### src/rtl/mem_ctrl_if.sv
// mem_ctrl_if: requester pulses, responses and the byte-wide RAM port.
// slave = controller side, master = requesters/RAM side.
interface mem_ctrl_if #(
  parameter int ADDR_W = 32
);
  logic              rdy;
  logic [7:0]        mem_din;
  logic [7:0]        mem_dout;
  logic [ADDR_W-1:0] mem_a;
  logic              mem_wr;
  logic              io_buffer_full;
  logic              in_fetch_ce;
  logic [ADDR_W-1:0] in_fetch_addr;
  logic              out_fetch_ce;
  logic [31:0]       out_fetch_instr;
  logic              in_lsb_ce;
  logic              in_lsb_wr;
  logic [ADDR_W-1:0] in_lsb_addr;
  logic [1:0]        in_lsb_size;
  logic [31:0]       in_lsb_data;
  logic              out_lsb_ce;
  logic [31:0]       out_lsb_data;
  logic              in_rob_misbranch;

  modport slave (
    input  rdy,
    input  mem_din,
    input  io_buffer_full,
    input  in_fetch_ce,
    input  in_fetch_addr,
    input  in_lsb_ce,
    input  in_lsb_wr,
    input  in_lsb_addr,
    input  in_lsb_size,
    input  in_lsb_data,
    input  in_rob_misbranch,
    output mem_dout,
    output mem_a,
    output mem_wr,
    output out_fetch_ce,
    output out_fetch_instr,
    output out_lsb_ce,
    output out_lsb_data
  );

  modport master (
    output rdy,
    output mem_din,
    output io_buffer_full,
    output in_fetch_ce,
    output in_fetch_addr,
    output in_lsb_ce,
    output in_lsb_wr,
    output in_lsb_addr,
    output in_lsb_size,
    output in_lsb_data,
    output in_rob_misbranch,
    input  mem_dout,
    input  mem_a,
    input  mem_wr,
    input  out_fetch_ce,
    input  out_fetch_instr,
    input  out_lsb_ce,
    input  out_lsb_data
  );
endinterface

### src/rtl/mem_ctrl.sv
// mem_ctrl: arbitrates fetch and load/store requests onto a byte RAM.
// LSB wins over fetch; one byte per cycle, little-endian assembly.
module mem_ctrl #(
  parameter int ADDR_W = 32
) (
  input logic       clk,
  input logic       rst,
  mem_ctrl_if.slave bus
);
  typedef enum logic [1:0] {
    IDLE,
    READ,
    WRITE
  } state_t;

  state_t state;
  state_t state_n;

  logic [2:0]        k;
  logic [2:0]        cur_n;
  logic              cur_f;
  logic [ADDR_W-1:0] cur_a;
  logic [31:0]       cur_d;
  logic [31:0]       rbuf;

  logic              pf_v;
  logic [ADDR_W-1:0] pf_a;
  logic              pl_v;
  logic              pl_wr;
  logic [ADDR_W-1:0] pl_a;
  logic [1:0]        pl_sz;
  logic [31:0]       pl_d;

  logic        f_ce;
  logic        l_ce;
  logic [31:0] f_dat;
  logic [31:0] l_dat;

  logic              f_v;
  logic              l_v;
  logic              l_wr;
  logic              io_blk;
  logic [ADDR_W-1:0] f_a;
  logic [ADDR_W-1:0] l_a;
  logic [1:0]        l_sz;
  logic [2:0]        l_n;
  logic [31:0]       l_d;
  logic              start_f;
  logic              start_l;
  logic              fin;
  logic              abort;
  logic [1:0]        bidx;
  logic [31:0]       rbuf_n;

  // request view: pending slot if full, else this cycle's pulse
  always_comb begin
    f_v  = ~bus.in_rob_misbranch
         & (pf_v | bus.in_fetch_ce);
    f_a  = pf_v ? pf_a : bus.in_fetch_addr;
    l_v  = pl_v | bus.in_lsb_ce;
    l_wr = pl_v ? pl_wr : bus.in_lsb_wr;
    l_a  = pl_v ? pl_a : bus.in_lsb_addr;
    l_sz = pl_v ? pl_sz : bus.in_lsb_size;
    l_d  = pl_v ? pl_d : bus.in_lsb_data;
    l_n  = 3'd4;
    unique case (1'b1)
      l_sz == 2'b00: l_n = 3'd1;
      l_sz == 2'b01: l_n = 3'd2;
      default:       l_n = 3'd4;
    endcase
    io_blk = l_wr & (&l_a[17:16])
           & bus.io_buffer_full;
  end

  // next state and transfer control strobes
  always_comb begin
    state_n = state;
    start_f = 1'b0;
    start_l = 1'b0;
    fin     = 1'b0;
    abort   = 1'b0;
    unique case (state)
      IDLE: begin
        if (l_v) begin
          if (!io_blk) begin
            start_l = 1'b1;
            state_n = l_wr ? WRITE : READ;
          end
        end else if (f_v) begin
          start_f = 1'b1;
          state_n = READ;
        end
      end
      READ: begin
        if (cur_f && bus.in_rob_misbranch) begin
          abort   = 1'b1;
          state_n = IDLE;
        end else if (k == cur_n) begin
          fin     = 1'b1;
          state_n = IDLE;
        end
      end
      WRITE: begin
        if (k == cur_n - 3'd1) begin
          fin     = 1'b1;
          state_n = IDLE;
        end
      end
      default: state_n = IDLE;
    endcase
  end

  // RAM port: address/data only while a byte is being issued
  always_comb begin
    bus.mem_a    = '0;
    bus.mem_wr   = 1'b0;
    bus.mem_dout = 8'd0;
    bidx         = k[1:0] - 2'd1;
    rbuf_n       = rbuf;
    rbuf_n[{bidx, 3'b000} +: 8] = bus.mem_din;
    if ((state == READ && k != cur_n) ||
        state == WRITE)
      bus.mem_a = cur_a + ADDR_W'(k);
    if (state == WRITE) begin
      bus.mem_wr   = 1'b1;
      bus.mem_dout = cur_d[{k[1:0], 3'b000} +: 8];
    end
  end

  // state register
  always_ff @(posedge clk) begin
    if (rst)
      state <= IDLE;
    else if (bus.rdy)
      state <= state_n;
  end

  // pending slots, transfer datapath and response pulses
  always_ff @(posedge clk) begin
    if (rst) begin
      pf_v  <= 1'b0;
      pf_a  <= '0;
      pl_v  <= 1'b0;
      pl_wr <= 1'b0;
      pl_a  <= '0;
      pl_sz <= 2'd0;
      pl_d  <= 32'd0;
      k     <= 3'd0;
      cur_n <= 3'd0;
      cur_f <= 1'b0;
      cur_a <= '0;
      cur_d <= 32'd0;
      rbuf  <= 32'd0;
      f_ce  <= 1'b0;
      l_ce  <= 1'b0;
      f_dat <= 32'd0;
      l_dat <= 32'd0;
    end else if (bus.rdy) begin
      f_ce <= 1'b0;
      l_ce <= 1'b0;
      if (bus.in_rob_misbranch || start_f) begin
        pf_v <= 1'b0;
      end else if (bus.in_fetch_ce) begin
        pf_v <= 1'b1;
        pf_a <= bus.in_fetch_addr;
      end
      if (start_l) begin
        pl_v <= 1'b0;
      end else if (bus.in_lsb_ce) begin
        pl_v  <= 1'b1;
        pl_wr <= bus.in_lsb_wr;
        pl_a  <= bus.in_lsb_addr;
        pl_sz <= bus.in_lsb_size;
        pl_d  <= bus.in_lsb_data;
      end
      if (start_l) begin
        cur_a <= l_a;
        cur_n <= l_n;
        cur_d <= l_d;
        cur_f <= 1'b0;
        k     <= 3'd0;
        rbuf  <= 32'd0;
      end else if (start_f) begin
        cur_a <= f_a;
        cur_n <= 3'd4;
        cur_f <= 1'b1;
        k     <= 3'd0;
        rbuf  <= 32'd0;
      end else if (state == READ && !abort) begin
        if (k != 3'd0)
          rbuf <= rbuf_n;
        if (k != cur_n)
          k <= k + 3'd1;
        if (fin && cur_f) begin
          f_ce  <= 1'b1;
          f_dat <= rbuf_n;
        end else if (fin) begin
          l_ce  <= 1'b1;
          l_dat <= rbuf_n;
        end
      end else if (state == WRITE) begin
        k <= k + 3'd1;
        if (fin) begin
          l_ce  <= 1'b1;
          l_dat <= 32'd0;
        end
      end
    end
  end

  assign bus.out_fetch_ce    = f_ce;
  assign bus.out_fetch_instr = f_dat;
  assign bus.out_lsb_ce      = l_ce;
  assign bus.out_lsb_data    = l_dat;

endmodule

### src/flat_wrapper.sv
// flat-port wrapper written by rule: the top's interface ports become plain ports
module mem_ctrl_flat 
#(
  parameter int ADDR_W = 32
)
  (clk, rst, bus_rdy, bus_mem_din, bus_io_buffer_full, bus_in_fetch_ce, bus_in_fetch_addr, bus_in_lsb_ce, bus_in_lsb_wr, bus_in_lsb_addr, bus_in_lsb_size, bus_in_lsb_data, bus_in_rob_misbranch, bus_mem_dout, bus_mem_a, bus_mem_wr, bus_out_fetch_ce, bus_out_fetch_instr, bus_out_lsb_ce, bus_out_lsb_data);
  mem_ctrl_if #(.ADDR_W(ADDR_W)) bus_i ();
  input logic clk;
  input logic rst;
  input wire logic [$bits(bus_i.rdy)-1:0] bus_rdy;
  input wire logic [$bits(bus_i.mem_din)-1:0] bus_mem_din;
  input wire logic [$bits(bus_i.io_buffer_full)-1:0] bus_io_buffer_full;
  input wire logic [$bits(bus_i.in_fetch_ce)-1:0] bus_in_fetch_ce;
  input wire logic [$bits(bus_i.in_fetch_addr)-1:0] bus_in_fetch_addr;
  input wire logic [$bits(bus_i.in_lsb_ce)-1:0] bus_in_lsb_ce;
  input wire logic [$bits(bus_i.in_lsb_wr)-1:0] bus_in_lsb_wr;
  input wire logic [$bits(bus_i.in_lsb_addr)-1:0] bus_in_lsb_addr;
  input wire logic [$bits(bus_i.in_lsb_size)-1:0] bus_in_lsb_size;
  input wire logic [$bits(bus_i.in_lsb_data)-1:0] bus_in_lsb_data;
  input wire logic [$bits(bus_i.in_rob_misbranch)-1:0] bus_in_rob_misbranch;
  output wire logic [$bits(bus_i.mem_dout)-1:0] bus_mem_dout;
  output wire logic [$bits(bus_i.mem_a)-1:0] bus_mem_a;
  output wire logic [$bits(bus_i.mem_wr)-1:0] bus_mem_wr;
  output wire logic [$bits(bus_i.out_fetch_ce)-1:0] bus_out_fetch_ce;
  output wire logic [$bits(bus_i.out_fetch_instr)-1:0] bus_out_fetch_instr;
  output wire logic [$bits(bus_i.out_lsb_ce)-1:0] bus_out_lsb_ce;
  output wire logic [$bits(bus_i.out_lsb_data)-1:0] bus_out_lsb_data;
  assign bus_i.rdy = bus_rdy;
  assign bus_i.mem_din = bus_mem_din;
  assign bus_i.io_buffer_full = bus_io_buffer_full;
  assign bus_i.in_fetch_ce = bus_in_fetch_ce;
  assign bus_i.in_fetch_addr = bus_in_fetch_addr;
  assign bus_i.in_lsb_ce = bus_in_lsb_ce;
  assign bus_i.in_lsb_wr = bus_in_lsb_wr;
  assign bus_i.in_lsb_addr = bus_in_lsb_addr;
  assign bus_i.in_lsb_size = bus_in_lsb_size;
  assign bus_i.in_lsb_data = bus_in_lsb_data;
  assign bus_i.in_rob_misbranch = bus_in_rob_misbranch;
  assign bus_mem_dout = bus_i.mem_dout;
  assign bus_mem_a = bus_i.mem_a;
  assign bus_mem_wr = bus_i.mem_wr;
  assign bus_out_fetch_ce = bus_i.out_fetch_ce;
  assign bus_out_fetch_instr = bus_i.out_fetch_instr;
  assign bus_out_lsb_ce = bus_i.out_lsb_ce;
  assign bus_out_lsb_data = bus_i.out_lsb_data;
  mem_ctrl #(.ADDR_W(ADDR_W)) u_core (.clk(clk), .rst(rst), .bus(bus_i));
endmodule
### config.mk
export PLATFORM = sky130hd
export DESIGN_NAME = mem_ctrl_flat
export DESIGN_NICKNAME = d
export VERILOG_FILES = /design/src/rtl/mem_ctrl_if.sv /design/src/rtl/mem_ctrl.sv /design/src/flat_wrapper.sv
export SDC_FILE = /design/constraint.sdc
export NUM_CORES = 1
export LEC_CHECK = 0
export ABC_CLOCK_PERIOD_IN_PS = 4950
export CAP_MARGIN = 20
export CORE_MARGIN = 8
export CORE_UTILIZATION = 54
export CTS_CLUSTER_SIZE = 40
export DETAILED_ROUTE_END_ITERATION = 12
export MAX_ROUTING_LAYER = met4
export PLACE_DENSITY = 0.93
export RECOVER_POWER = 50
export SLEW_MARGIN = 0
export SYNTH_ARGS = -nofsm -noshare
export SYNTH_HDL_FRONTEND = slang
export SYNTH_SLANG_ARGS = --single-unit
### constraint.sdc
create_clock -name clk -period 4.95 [get_ports clk]
set_clock_uncertainty 0.2 [all_clocks]
set_input_delay 0.99 -clock clk [delete_from_list [all_inputs] [get_ports clk]]
set_output_delay 0.99 -clock clk [all_outputs]
set_load 0.01 [all_outputs]
==> metrics.yaml <==
totalWireLength_um: 37600
violations: "max-capacitance violations, max-slew violations"
synth_common_cells: "dfxtp_1 (272), nand2_1 (224), mux2i_1 (196)"
worst_pin_slew_ps: 1980
synth.area.mux_share: 0.166
nFillCells: 1713
status: "complete, but fails checks"
num-nets-final: 1743
synth-compound-area-share: 0.162
numCtsBuffers: 29
core-area_um2: 23500
crit_family: "simple AND/OR/NAND/NOR gates"
wl_met1_um: 14900
drtPass1Iterations: 6
rsz0062_at_grt: "false"
synth_cell_types: 58
cts_tree: "yes"
peakVddDrop_v: 0.000229
synth-seq-area-share: 0.420
fin_ws_ps: 168
drt_iter0_drc: 1127
synth_top_area_frac: 0.420
grtUsageTotal: 0.254
setup_viol: 0
slowest_delay_ps: 570
drtAntennaViolNets: 0
synth_top_family_by_area: "multiplexers"
place_ws_ps: 660
ys_ff_latch: 272
multi_input_area_um2: 6870
cp_data_arrival_time_ps: 3590
synthTopCellsByArea: "dfxtp_1 (42%), mux2i_1 (15%), nand2_1 (6.5%), nor2_1 (4.7%), clkbuf_1 (2.8%)"
antenna_found_initial: 2
p_per_area_nw_per_um2: 324
wl_per_cell_um: 19.2
synth_most_common_cell: "dfxtp_1"
ys_warn_count: 0
initial_core_util: 0.551
met2_length_um: 18800
remaining_drc_errors: 0
via_count: 11800
top_layer_used: "met4"
crit_type: "reg -> out"
die_h_um: 171
crit_path_end_kind: "primary output"
finalCritPeriodShare: 0.966
seq_area_um2: 5450
dp_hpwl_um: 25500
min_path_type: "reg -> reg"
cts_buffer_depth: 3
cts_htree_levels: 1
drv_cap: 3
numClockSinks: 272
post-synth-top-area-cell: "dfxtp_1"
first_global_vias: 11600
power_w: 0.00530
clock-root-buffer: "clkbuf_16"
clk_pin_slew_ps: 60
tns_ps: 0
drive_above_1_share: 0.0635
synthSimpleGateAreaFrac: 0.165
synthXorXnorAreaFrac: 0.0186
die_area_um2: 29200
leakage_nw: 6.26
critical_path_buf_inv_count: 2
slowest_stage: "or4_4"
start_kind: "flip-flop"
required_ps: 3760
synthFlopType: "dfxtp_1"
maxSlewHeadroom: -0.318
viasPerCell: 6.02
synthAdderAreaFrac: 0.0141
synth_cells: 1464
syn_avg_cell_area_um2: 8.86
io_pins: 221
die_w_um: 171
insertion_delay_ps: 540
gp_congestion: 0.843
cp_max_fo: 8
crit_chain: "ha_1 > inv_1 > fa_1 > nor2b_2 > nor2_1 > or4_4 > or3_1 > a21oi_1 > clkdlybuf4s50_1"
met3_length_um: 2490
rows: 56
finalCriticalPeriod_ps: 4780
synth_nets: 1592
maxSlewViolCount: 212
area_delta_synth_final_pct: 26.0
io_buffers: 220
overflow: 0
grt_max_degree: 93
fmaxAchievable_mhz: 209
hold_viol_final: 0
grt_pass1_wl_um: 59300
netlist_area_um2: 13000
synth_edf_count: 0
synthArstFlopShare: 0
-- stage by stage --
step	area, µm²	cells	hold slack (ps)	utilization
5_1_grt	16400	1958	268	0.695
6_report	16400	1958	255	0.695
3_5_place_dp	15300	1903	246	0.651
3_3_place_gp	15300	1903	241	0.651
2_1_floorplan	13000	1464	236	-
4_1_cts	16400	1956	254	0.696
-- path summary, 6_finish.rpt --
path	from	to	slack [ps]	cells after the start
max	u_core.cur_a[0]	bus_mem_a[26]	170	9
min	u_core.pf_a[7]	u_core.pf_a[7]	250	2
max reg2reg	u_core.pl_v	u_core.pl_a[14]	1100	6
min reg2reg	u_core.pf_a[7]	u_core.pf_a[7]	250	2
-- power breakdown --
group | switching (W) | leakage, nW | internal, W
registers | 0.0000692 | 2.21 | 0.00227
clock network | 0.000881 | 0.509 | 0.00144
logic | 0.000369 | 3.54 | 0.000274
-- state kept, by name, summed over array words and instances (netlist names) --
| register | flops |
|---|---|
| u_core.bus.out_fetch_instr | 32 |
| u_core.bus.out_lsb_data | 32 |
| u_core.cur_a | 32 |
| u_core.cur_d | 32 |
| u_core.pf_a | 32 |
| u_core.pl_a | 32 |
| u_core.pl_d | 32 |
| u_core.rbuf | 32 |
| u_core.cur_n | 3 |
| u_core.k | 3 |
| u_core.pl_sz | 2 |
| u_core.state | 2 |
| u_core.bus.out_fetch_ce | 1 |
| u_core.bus.out_lsb_ce | 1 |
| u_core.cur_f | 1 |
| u_core.pf_v | 1 |
| u_core.pl_v | 1 |
| u_core.pl_wr | 1 |
-- cells in the final DEF, fill, tap and decap left out, drive strengths merged, types with 5 or more instances in the layout --
cell type      instances
a22oi                 33
or2                    5
nor4                   9
xor2                  10
a41o                  32
o21ai                 28
clkdlybuf4s50        151
nand3                 28
nand4                  5
buf                   23
mux4                   8
a211oi                33
and3                   7
nor3                   7
ha                    13
and2                  13
a21oi                 51
o211a                 33
clkbuf                50
or3                   11
o22ai                 16
mux2i                196
xnor2                 15
nor2                 162
nand2                225
dfxtp                272
inv                   50
a32o                  33
nor2b                  5
dlygate4sd3           68
-- cells by family after synthesis --
family	count (synthesis)
AOI/OAI and AO/OA	276
buffers and inverters	175
DFF	272
xor gates and xnor gates	26
adders and majority gates	14
muxes	205
and+or+nand+nor	496
-- routing by layer --
metal	vias to the layer above	GRT usage
met1	5690	0.297
met2	501	0.430
met4	0	0.111
met3	106	0.0348
met5	-	-
li1	5482	-
-- area by class of cell --
class	count	share of cell area
Antenna cell	2	0.000306
Inverter	48	0.0110
Clock buffer	45	0.0542
Multi-Input combinational cell	1017	0.420
Sequential cell	272	0.333
Clock inverter	8	0.00926
Tap cell	319	0.0244
Timing Repair Buffer	247	0.147
-- worst reg2reg max path, cell delays in order (launching register included) --
cell     delay [ps]
dfxtp_4         740
nand4_1         270
a21oi_1         660
o211a_1         980
buf_4           490
mux2i_1         260
nor2_1           60
-- timing repair --
item / 4_1_cts / 5_1_grt
buffers inserted: 0 / 0
hold buffers: 0 / 0
resized for setup: 1 / 1
setup endpoints to repair: 1 / 4
gates cloned: 0 / 0
Note: power is estimated with default switching activity, not from simulation.
